==> config.mk <==
export PLATFORM = sky130hd
export DESIGN_NAME = rb_write_cntrl
export DESIGN_NICKNAME = d
export VERILOG_FILES = /design/src/rtl/rb_pkg.sv /design/src/rtl/rb_write_cntrl.sv
export SDC_FILE = /design/constraint.sdc
export NUM_CORES = 1
export LEC_CHECK = 0
export ABC_AREA = 1
export CAP_MARGIN = 40
export CORE_UTILIZATION = 44
export CTS_BUF_LIST = sky130_fd_sc_hd__clkbuf_16
export DETAILED_ROUTE_END_ITERATION = 10
export GPL_ROUTABILITY_DRIVEN = 0
export PLACE_DENSITY = 0.76
export SLEW_MARGIN = 20
export SYNTH_ARGS = -nofsm -noshare
export SYNTH_HDL_FRONTEND = slang
export SYNTH_SLANG_ARGS = --single-unit
==> constraint.sdc <==
create_clock -name sysclk -period 1.4 [get_ports sysclk]
set_input_delay 0.21 -clock sysclk [delete_from_list [all_inputs] [get_ports sysclk]]
set_output_delay 0.21 -clock sysclk [all_outputs]
set_load 0.01 [all_outputs]
==> src/rtl/rb_pkg.sv <==
// Shared definitions for the digitizer ring buffer write and readout address controllers.
package rb_pkg;

  localparam int unsigned RB_SIZE = 10;

  localparam logic [2:0] ST_IDLE    = 3'd0;
  localparam logic [2:0] ST_ARMED   = 3'd1;
  localparam logic [2:0] ST_POST    = 3'd2;
  localparam logic [2:0] ST_SETTLE  = 3'd3;
  localparam logic [2:0] ST_READOUT = 3'd4;

  typedef enum logic [2:0] {
    StIdle    = ST_IDLE,
    StArmed   = ST_ARMED,
    StPost    = ST_POST,
    StSettle  = ST_SETTLE,
    StReadout = ST_READOUT
  } rb_state_e;

endpackage

==> src/rtl/rb_write_cntrl.sv <==
// Ring buffer write-side controller: wrapping write pointer, trigger capture,
// post-trigger countdown and readout request handshake.
module rb_write_cntrl
  import rb_pkg::*;
#(
  parameter int unsigned SIZE = RB_SIZE
) (
  input  logic            sysclk,
  input  logic            rst,
  input  logic            arm,
  input  logic            abort,
  input  logic            sample_valid,
  input  logic            trigger,
  input  logic [SIZE-1:0] posttrig_in,
  input  logic            ro_done_n,
  output logic            wr_en,
  output logic [SIZE-1:0] wr_addr,
  output logic [SIZE-1:0] ain_out,
  output logic            rd_request,
  output logic            filled,
  output logic [2:0]      state
);

  rb_state_e       state_q, state_d;
  logic [SIZE-1:0] wr_addr_q, wr_addr_d;
  logic [SIZE-1:0] postcnt_q, postcnt_d;
  logic            filled_q, filled_d;
  logic            rd_request_q;

  assign wr_en      = sample_valid & ((state_q == StArmed) | (state_q == StPost));
  assign wr_addr    = wr_addr_q;
  assign ain_out    = wr_addr_q;
  assign rd_request = rd_request_q;
  assign filled     = filled_q;
  assign state      = state_q;

  always_comb begin
    state_d   = state_q;
    wr_addr_d = wr_addr_q;
    postcnt_d = postcnt_q;
    filled_d  = filled_q;

    if (wr_en) begin
      wr_addr_d = wr_addr_q + SIZE'(1);
      if (wr_addr_q == '1) begin
        filled_d = 1'b1;
      end
    end

    unique case (state_q)
      StIdle: begin
        if (arm) begin
          state_d  = StArmed;
          filled_d = 1'b0;
        end
      end
      StArmed: begin
        // The trigger-cycle write is the trigger sample itself, not a post sample.
        if (trigger) begin
          postcnt_d = posttrig_in;
          state_d   = (posttrig_in != '0) ? StPost : StSettle;
        end
      end
      StPost: begin
        if (wr_en) begin
          postcnt_d = postcnt_q - SIZE'(1);
          if (postcnt_q == SIZE'(1)) begin
            state_d = StSettle;
          end
        end
      end
      // One quiet cycle so the reader latches ain_out while rd_request is low.
      StSettle:  state_d = StReadout;
      StReadout: begin
        if (!ro_done_n) begin
          state_d = StIdle;
        end
      end
      default: state_d = StIdle;
    endcase

    if (abort) begin
      state_d   = StIdle;
      postcnt_d = '0;
    end
  end

  always_ff @(posedge sysclk or posedge rst) begin
    if (rst) begin
      state_q      <= StIdle;
      wr_addr_q    <= '0;
      postcnt_q    <= '0;
      filled_q     <= 1'b0;
      rd_request_q <= 1'b0;
    end else begin
      state_q      <= state_d;
      wr_addr_q    <= wr_addr_d;
      postcnt_q    <= postcnt_d;
      filled_q     <= filled_d;
      rd_request_q <= (state_d == StReadout);
    end
  end

endmodule
* Word-level counts from Yosys, hierarchy flattened *
Index checks and enable logic that the tools add are counted.

storage, ports and cells
  register bits after elaboration = 25
  bits in latches = 0
  bits in writable memories = 0
  memory bits (read-only) = 0
  bits of input ports = 17
  output and inout port bits = 26
  logic and storage cells = 38
  memories = 0

operators by class
  $add $sub $neg = 2
  $mul = 0
  div/mod/pow operators = 0
  $lt $le $gt $ge = 0
  equality and inequality tests = 9
  shifts and indexed selects = 0
  mux-type cells = 16
  bitwise gates (word level) = 2
  reduce and logical (&&, ||, !) cells = 4

operator list
  kind                                                   count
  2-to-1 mux 10 bit                                      3
  case mux 10 bit (2 select lines)                       1
  2-to-1 mux 3 bit                                       6
  case mux 3 bit (5 select lines)                        1
  adder 10 x 1 -> 10 bit (second input constant)         1
  equality test 10 x 1 -> 1 bit (second input constant)  1
  equality test 10 bit (second input constant)           1
  nonzero test 10 bit                                    1
  subtractor 10 x 1 -> 10 bit (second input constant)    1
  equality test 3 x 2 -> 1 bit (second input constant)   2
  equality test 3 bit (second input constant)            2
  inequality test 3 bit (second input constant)          2
  2-to-1 mux 1 bit                                       5
  equality test 3 x 1 -> 1 bit (second input constant)   1
  logical NOT 3 bit                                      1
  AND reduction 3 bit                                    1
  nonzero test 3 bit                                     1
  bitwise AND 1 bit                                      1
  OR 1 bit                                               1

* Depth between registers and ports, before layout *
  depth in word-level cells = 7
  depth in mapped cells = 10
  depth with buffers taken out = 10

* Worst setup path after synthesis *
Ideal clock, no wire load.

  path kind = register to register
  start point = reg postcnt_q[0]
  end point = reg postcnt_q[8]
  setup time = 116 ps
  arrival time = 1221 ps
  data required time = 1284 ps
  setup slack = 63 ps
  cell stages (with the launch flop) = 10
  buffers on the path = 0
  period minus slack after synthesis = 1337 ps
  cell sequence = dfrtp_1 inv_1 ha_1 inv_1 nor2_1 nand2_1 o21ai_0 nand3_1 nand2_1 nand2_1

on the way
  word-level cells in the longest chain between the ends = 4

RTL lines
  element                           line                  RTL
  start: declaration                rb_write_cntrl.sv:26  logic [SIZE-1:0] postcnt_q, postcnt_d;
  start signal: assignment          rb_write_cntrl.sv:98  postcnt_q <= postcnt_d;
  subtractor 10 x 1 -> 10 bit       rb_write_cntrl.sv:66  postcnt_d = postcnt_q - SIZE'(1);
  2-to-1 mux 10 bit                 rb_write_cntrl.sv:65  if (wr_en) begin
  case mux 10 bit (2 select lines)  rb_write_cntrl.sv:50  unique case (state_q)
  2-to-1 mux 10 bit                 rb_write_cntrl.sv:82  if (abort) begin

Every way passes these cells. The select of a mux whose other input is x is not followed.
A chain may end at the register's enable or synchronous reset.

* Worst setup path after layout *
  start point = reg state_q[0] (netlist: state[0])
  end point = reg postcnt_q[6]

on the way
  word-level cells in the longest chain between the ends = 5
  elaborated cells on any way between the ends = 10
  classes of those cells = eq/ne (4); mux (2); bitwise (2); reduce/logical (2)

RTL lines
  element                                                                              line                                        RTL
  start: declaration                                                                   rb_write_cntrl.sv:24                        rb_state_e state_q, state_d;
  start signal: assignment                                                             rb_write_cntrl.sv:90                        state_q <= StIdle;
  start signal: assignment                                                             rb_write_cntrl.sv:96                        state_q <= state_d;
  equality test 3 x 1 -> 1 bit / equality test 3 x 2 -> 1 bit (equally long branches)  rb_write_cntrl.sv:30, rb_write_cntrl.sv:50
  OR 1 bit                                                                             rb_write_cntrl.sv:30                        assign wr_en = sample_valid & ((state_q == StArmed) | (state_q == StPost));
  bitwise AND 1 bit                                                                    rb_write_cntrl.sv:30
  inequality test 3 bit (no line)                                                      --
  AND reduction 3 bit (no line)                                                        --

Several ways; a longest one is shown, not always the timed one.

==> run summary <==
The path type of the worst setup path was reg -> reg. Hold repair after CTS inserted 0 buffers. For this run, design rule violations remaining after detail routing come to 0. After detailed placement, the design holds a cell count of 347. Between clock sinks in the finished design, the worst skew comes to 0.00234 ns. The main combinational cell family by area after synthesis is simple AND/OR/NAND/NOR gates.

The setup check on the worst reg-to-reg path leaves a slack of -0.04 ns. Synthesis produced 243 cells. The total overflow left after global routing is 0. For this block, the initial DRC count from the detailed router was 55. Clock sink total: 25. STA puts the critical path data arrival time at 1.59 ns. The synthesized design contains 25 register bits.

The mapped netlist covers 1710 um^2. For this run, the top clock speed supported by timing is 0.693 GHz. The floorplan step defined a die boundary enclosing 4140 um^2. The number of antenna cells inserted is 0. The number of distinct library cells after synthesis is 28, and the transition time at the pin with the least slew margin is 0.338 ns. The tools report the clock insertion delay at the later pin of the skew report as 0.26 ns. In the synthesized netlist the async set-or-reset flop fraction comes to 100%.

The flow ran to the end, but the final reports show violations. Summing over every cut layer, the via total after detailed routing is 1776. The count of input and output buffers is 42. The die is 64.3 um tall.

The worst path in the final design needs a cycle of 1.44 ns, including I/O delays and setup. Summing the areas of all and, or, nand and nor instances in the mapped netlist gives 38.8% of the synthesized area. The biggest area contributor in the post-synthesis netlist is dfrtp_1.

Across the VDD grid, the largest voltage drop is 0.484 mV. For the number of top-level design ports, the log shows 43. For this block, the routed nets add up to 4400 um of wire. The finished layout holds 366 standard cells, fillers aside. The final count of pins violating max slew is 0.

The share of post-route cells with drive strength above 1 came out at 23.0%. Synthesis produced a netlist with a net count of 263. The tools report the H-tree depth as 1. The detail-routed net length per standard cell came out at 12.0 um. After synthesis, the share of cell area in mux cells is 0%.

Global routing used 21.5% of the available tracks across all layers. The worst setup path is launched from a register. The number of nets with antenna violations after routing was 0; the largest net degree at the start of global routing was 26.

Dividing total power by cell area gives a power density of 1070 nW/um^2. The maximum number of buffers from clock root to sink is 2, and the area share of fa/ha/maj cells after synthesis is 2.20%. Yosys mapped a number of flops with a built-in enable equal to 0. The run gives 0 as the final hold violation count.

The tools report the total CTS buffers as 3. Setup violations remaining at the end of the flow were counted as 3. By area the synthesized netlist is led by dfrtp_1, nand2_1, nor2_1. Using the TritonRoute via totals, the vias-per-cell ratio works out to 4.85. The tree is rooted in a clkbuf_16. The area of the core region is 3690 um^2, and the pre-CTS setup slack is -0.284 ns. STA classifies the critical path endpoint as a register. Counting cells, the worst reg-to-reg path comes to 9. For the setup slack after layout, the log shows -0.0426 ns.

A synthesized cell averages 7.03 um^2. The initialized floorplan defines 22 standard-cell rows. The sum of internal, switching and leakage power was 0.00275 W.

After clock tree synthesis, the clock-pin slew on the worst setup and hold paths is 0.07 ns. Commonest register cell after synthesis: dfrtp_1. The share of the Yosys chip area taken by registers is 36.6%. Reported leakage power: 1.45 nW. Across the run, the number of max-cap violations was 0.

Summing the areas of all compound-gate instances in the mapped netlist gives 7.61% of the synthesized area. The count of warnings emitted by yosys was 0; the highest net fanout along the worst path was 5. The final layout contains 339 nets.

Setup repair after global routing could not meet its margin everywhere. Relative slew slack: 77.5%. The path class of the lowest-slack min-delay path is in -> async.

Share of the core filled with cells: 69.4%. Measured along the x axis, the die boundary spans 64.3 um. Compared with the post-synthesis result, the final layout area differs by 49.7%.

Area fraction of the dominant cell type after synthesis: 36.6%. Summing the areas of all xor and xnor instances in the mapped netlist gives 3.07% of the synthesized area. The tools report the number of antenna violations at the first check in global routing as 0. The final reports fail on negative setup slack.

TritonCTS built the clock tree. The wire length of the first global-routing pass is 7060 um. Via count of the first global-routing pass: 1669. The detailed-placement wirelength estimate is 3010 um.

Data on the critical path is required at its endpoint by 1.55 ns. The effective utilization at floorplan came out at 46.3%. Of the available clock period, the critical path in the final layout requires 103%. For this run, the detailed router's first-pass iteration total came to 6.
==> metrics by stage <==
stage               hold slack (ns)  setup TNS, ns  instance area [um^2]
global route                  0.381         -0.925                  2560
detailed placement            0.508          -1.67                  2310
floorplan                     0.237              0                  1710
finish                        0.311        -0.0717                  2560
CTS                           0.326         -0.104                  2470
global placement              0.510          -1.25                  2310
==> state kept, by name, summed over array words and instances, names as in the netlist <==
name	count
filled	1
state	3
rd_request	1
ain_out	10
postcnt_q	10
==> path summary, 6_finish.rpt <==
path / from / endpoint
worst max-delay path: state[0]$_DFF_PP0_ / postcnt_q[6]$_DFFE_PP0P_
worst min-delay path: rst / postcnt_q[7]$_DFFE_PP0P_
worst max register to register: state[0]$_DFF_PP0_ / postcnt_q[6]$_DFFE_PP0P_
worst min register to register: ain_out[4]$_DFFE_PP0N_ / ain_out[4]$_DFFE_PP0N_
max in group asynchronous: rst / ain_out[8]$_DFFE_PP0N_
min in group sysclk: ain_out[4]$_DFFE_PP0N_ / ain_out[4]$_DFFE_PP0N_
==> cells in the final DEF (no fill, tap or decap), types with 4 or more instances in the layout <==
master           instances
nand4_1                  6
xor2_1                   4
buf_4                   37
inv_1                   25
nand2_4                  5
nand3_1                 14
dlygate4sd2_1           14
nor2_1                  31
nand2_1                 75
o21ai_0                  9
dfrtp_1                 22
dlymetal6s2s_1           7
a21oi_1                  5
clkdlybuf4s50_1         19
inv_2                    4
==> worst max-delay path, stage by stage (launching register included) <==
cell and delay, ns:
dfrtp_1 0.41, inv_2 0.09, buf_6 0.11, nand2_4 0.05, nor2_4 0.15, nand2_4 0.10
buf_4 0.14, buf_4 0.12, nand4_1 0.10, o21ai_1 0.06
==> synthesized netlist by cell type (2+ instances only) <==
master	count
nand3_2	2
dfrtp_1	25
nor2_1	33
a21oi_1	5
xnor2_1	2
inv_1	26
nand3_1	14
o21ai_0	12
nand2_2	4
nand4_1	6
nand3b_1	2
nor2_4	2
inv_2	3
nand2_1	77
ha_1	3
xor2_1	4
a21oi_4	2
buf_4	10
or2_2	2
==> layout make-up <==
type | count | area (um^2)
Timing Repair Buffer | 83 | 746
Sequential cell | 25 | 629
Inverter | 29 | 109
Fill cell | 319 | 1130
Clock buffer | 3 | 75.1
Tap cell | 48 | 60.1
Clock inverter | 1 | 5.00
Multi-Input combinational cell | 177 | 935
==> layer usage <==
metal  track usage [%]  up-vias  part of all wire (%)
met5                 0        -                     0
met4              8.61        0                   1.1
met3              2.32        6                   4.2
met2              38.2       49                    52
met1              26.2      819                    43
li1                  -      902                     -
==> repair_timing <==
item,CTS,global route
endpoints found under the setup margin,36,29
buffers inserted,9,6
pin swaps,4,12
resized for setup,29,22
==> report_power, final <==
part	switching (W)	internal (W)	total, W
logic	0.000580	0.000574	0.00115
registers	0.000108	0.000834	0.000941
clock network	0.000267	0.000385	0.000653
==> logic make-up (layout without fill, tap and decap cells) <==
family | Yosys count | after routing
AND/OR/NAND/NOR | 147 | 147
flip-flops | 25 | 25
XOR/XNOR | 6 | 6
buffers and inverters | 41 | 116
adder cells (fa/ha/maj) | 3 | 3
AO/OA/AOI/OAI | 21 | 21
Power figures use the tool's default switching activity.
==> variant (same settings) <==
The output `rd_request` loses its register stage (`rd_request_q` becomes a continuous assignment).
--- a/src/rtl/rb_write_cntrl.sv
+++ b/src/rtl/rb_write_cntrl.sv
@@ -91,14 +91,14 @@
       wr_addr_q    <= '0;
       postcnt_q    <= '0;
       filled_q     <= 1'b0;
-      rd_request_q <= 1'b0;
     end else begin
       state_q      <= state_d;
       wr_addr_q    <= wr_addr_d;
       postcnt_q    <= postcnt_d;
       filled_q     <= filled_d;
-      rd_request_q <= (state_d == StReadout);
     end
   end
 
+  assign rd_request_q = (state_d == StReadout);
+
 endmodule
Formal check against the unedited RTL: not equivalent (a bounded check fails within 4 cycles, from zero or initial values and one cycle with rst high).
==> variant against the unedited design <==
The run still ends with setup timing left. Largest cell class unchanged. Sequential cell count fell by 1. Final area fell by 1.6%. Area after synthesis fell by 1.9%. Routed wire length fell by 9.2%. Worst setup slack got worse by 0.032 ns. Non-clock buffer count fell by 8. Total power rose by 4.1%. Die area fell by 1.8%. Critical endpoint is now state[0]$_DFF_PP0_. Global-route usage rose by 0.12 points. Critical path depth did not move.
==> variant: results (changes against the unedited design) <==
* Status: finished with violations (unchanged)
* Failing checks: setup timing (unchanged)
* Dpl cells at 335 (was 347)
* Hold WC Path Type: input port to async pin (unchanged)
* DR iter-0 viols at 61 (was 55)
* Post-route setup slack at -0.07490 ns (was -0.04261 ns)
* Critical path arrival at 1.62 ns (was 1.59 ns)
* Layout cells sized above 1 at 0.2255 (was 0.2296)
* Setup TNS at -0.2151 ns (was -0.07166 ns)
* Worst Skew at 0.002155 ns (was 0.002345 ns)
* DP Area at 0.002193 mm^2 (was 0.002306 mm^2)
* # setup viols final at 9 (was 3)
* Dominant cells by area after synthesis: dfrtp_1 36%, nand2_1 16%, nor2_1 7.2% (was dfrtp_1 37%, nand2_1 17%, nor2_1 7.2%)
* Width of the die at 63.73 um (was 64.33 um)
* Seq/Total Area, Yosys at 0.3582 (was 0.3660)
* Synth Area in Compound Gates at 0.05224 (was 0.07613)
* Leak at 0.001452 uW (was 0.001447 uW)
* Tightest Pin Transition at 0.3180 ns (was 0.3379 ns)
* Total GRT Usage at 0.2160 (was 0.2149)
* CTS max path bufs at 2 (unchanged)
* Critical Path End: state[0]$_DFF_PP0_ (was postcnt_q[6]$_DFFE_PP0P_)
* Post-Synth Adder-Cell Area at 0.02239 (was 0.02196)
* Vias in the first global route at 1,622 (was 1,669)
* Netlist cell types at 27 (was 28)
* Placed wire-length estimate at 2.784 mm (was 3.014 mm)
* Final hold slack at 0.3016 ns (was 0.3110 ns)
* Final Net Count at 328 (was 339)
* Avg Inst Size Synth at 6.986 um^2 (was 7.033 um^2)
* Synthesized net count at 260 (was 263)
* Xor and xnor area share after synthesis at 0.05672 (was 0.03075)
* Max stage delay on crit path at 0.41 ns (about the same)
* Place WS at -0.2912 ns (was -0.2843 ns)
* Pre-antenna DRT Iters at 4 (was 6)
* Largest net degree at the start of global routing at 25 (was 26)
* Maximum vdd drop at 482.3 uV (was 483.8 uV)
variant: per-layer routing:
layer  GRT usage  routed length (um)
met4     0.06818                  79
met1      0.2568                1674
met2      0.4016                2073
met5           0                   0
met3     0.02321                 169
variant: worst max-delay path: cells and delay by family (launching register included):
kind | cells | cell delay [ns]
buffers and inverters | 4 | 0.43
flip-flops | 1 | 0.41
AND/OR/NAND/NOR | 5 | 0.52
variant: what timing repair did:
action | 4_1_cts | 5_1_grt
endpoints found under the setup margin | 32 | 30
pin swaps | 11 | 8
hold buffers | 0 | 0
gates cloned | 0 | 0
gates resized for setup | 32 | 29
buffers inserted | 14 | 2
variant: cell type report:
cell class | instances | area [um^2]
well taps | 48 | 60.06
fillers | 298 | 1142
inverters | 35 | 138.9
repair buffers | 75 | 705.7
clock buffers | 3 | 75.07
flip-flops and latches | 24 | 601.8
multi-input cells | 169 | 937.1
variant: where the power goes:
part	total, uW	internal [uW]	switching [uW]
clock	614	378	236
combinational	1330	684	646
sequential	917	813	104
total	2860	1880	986
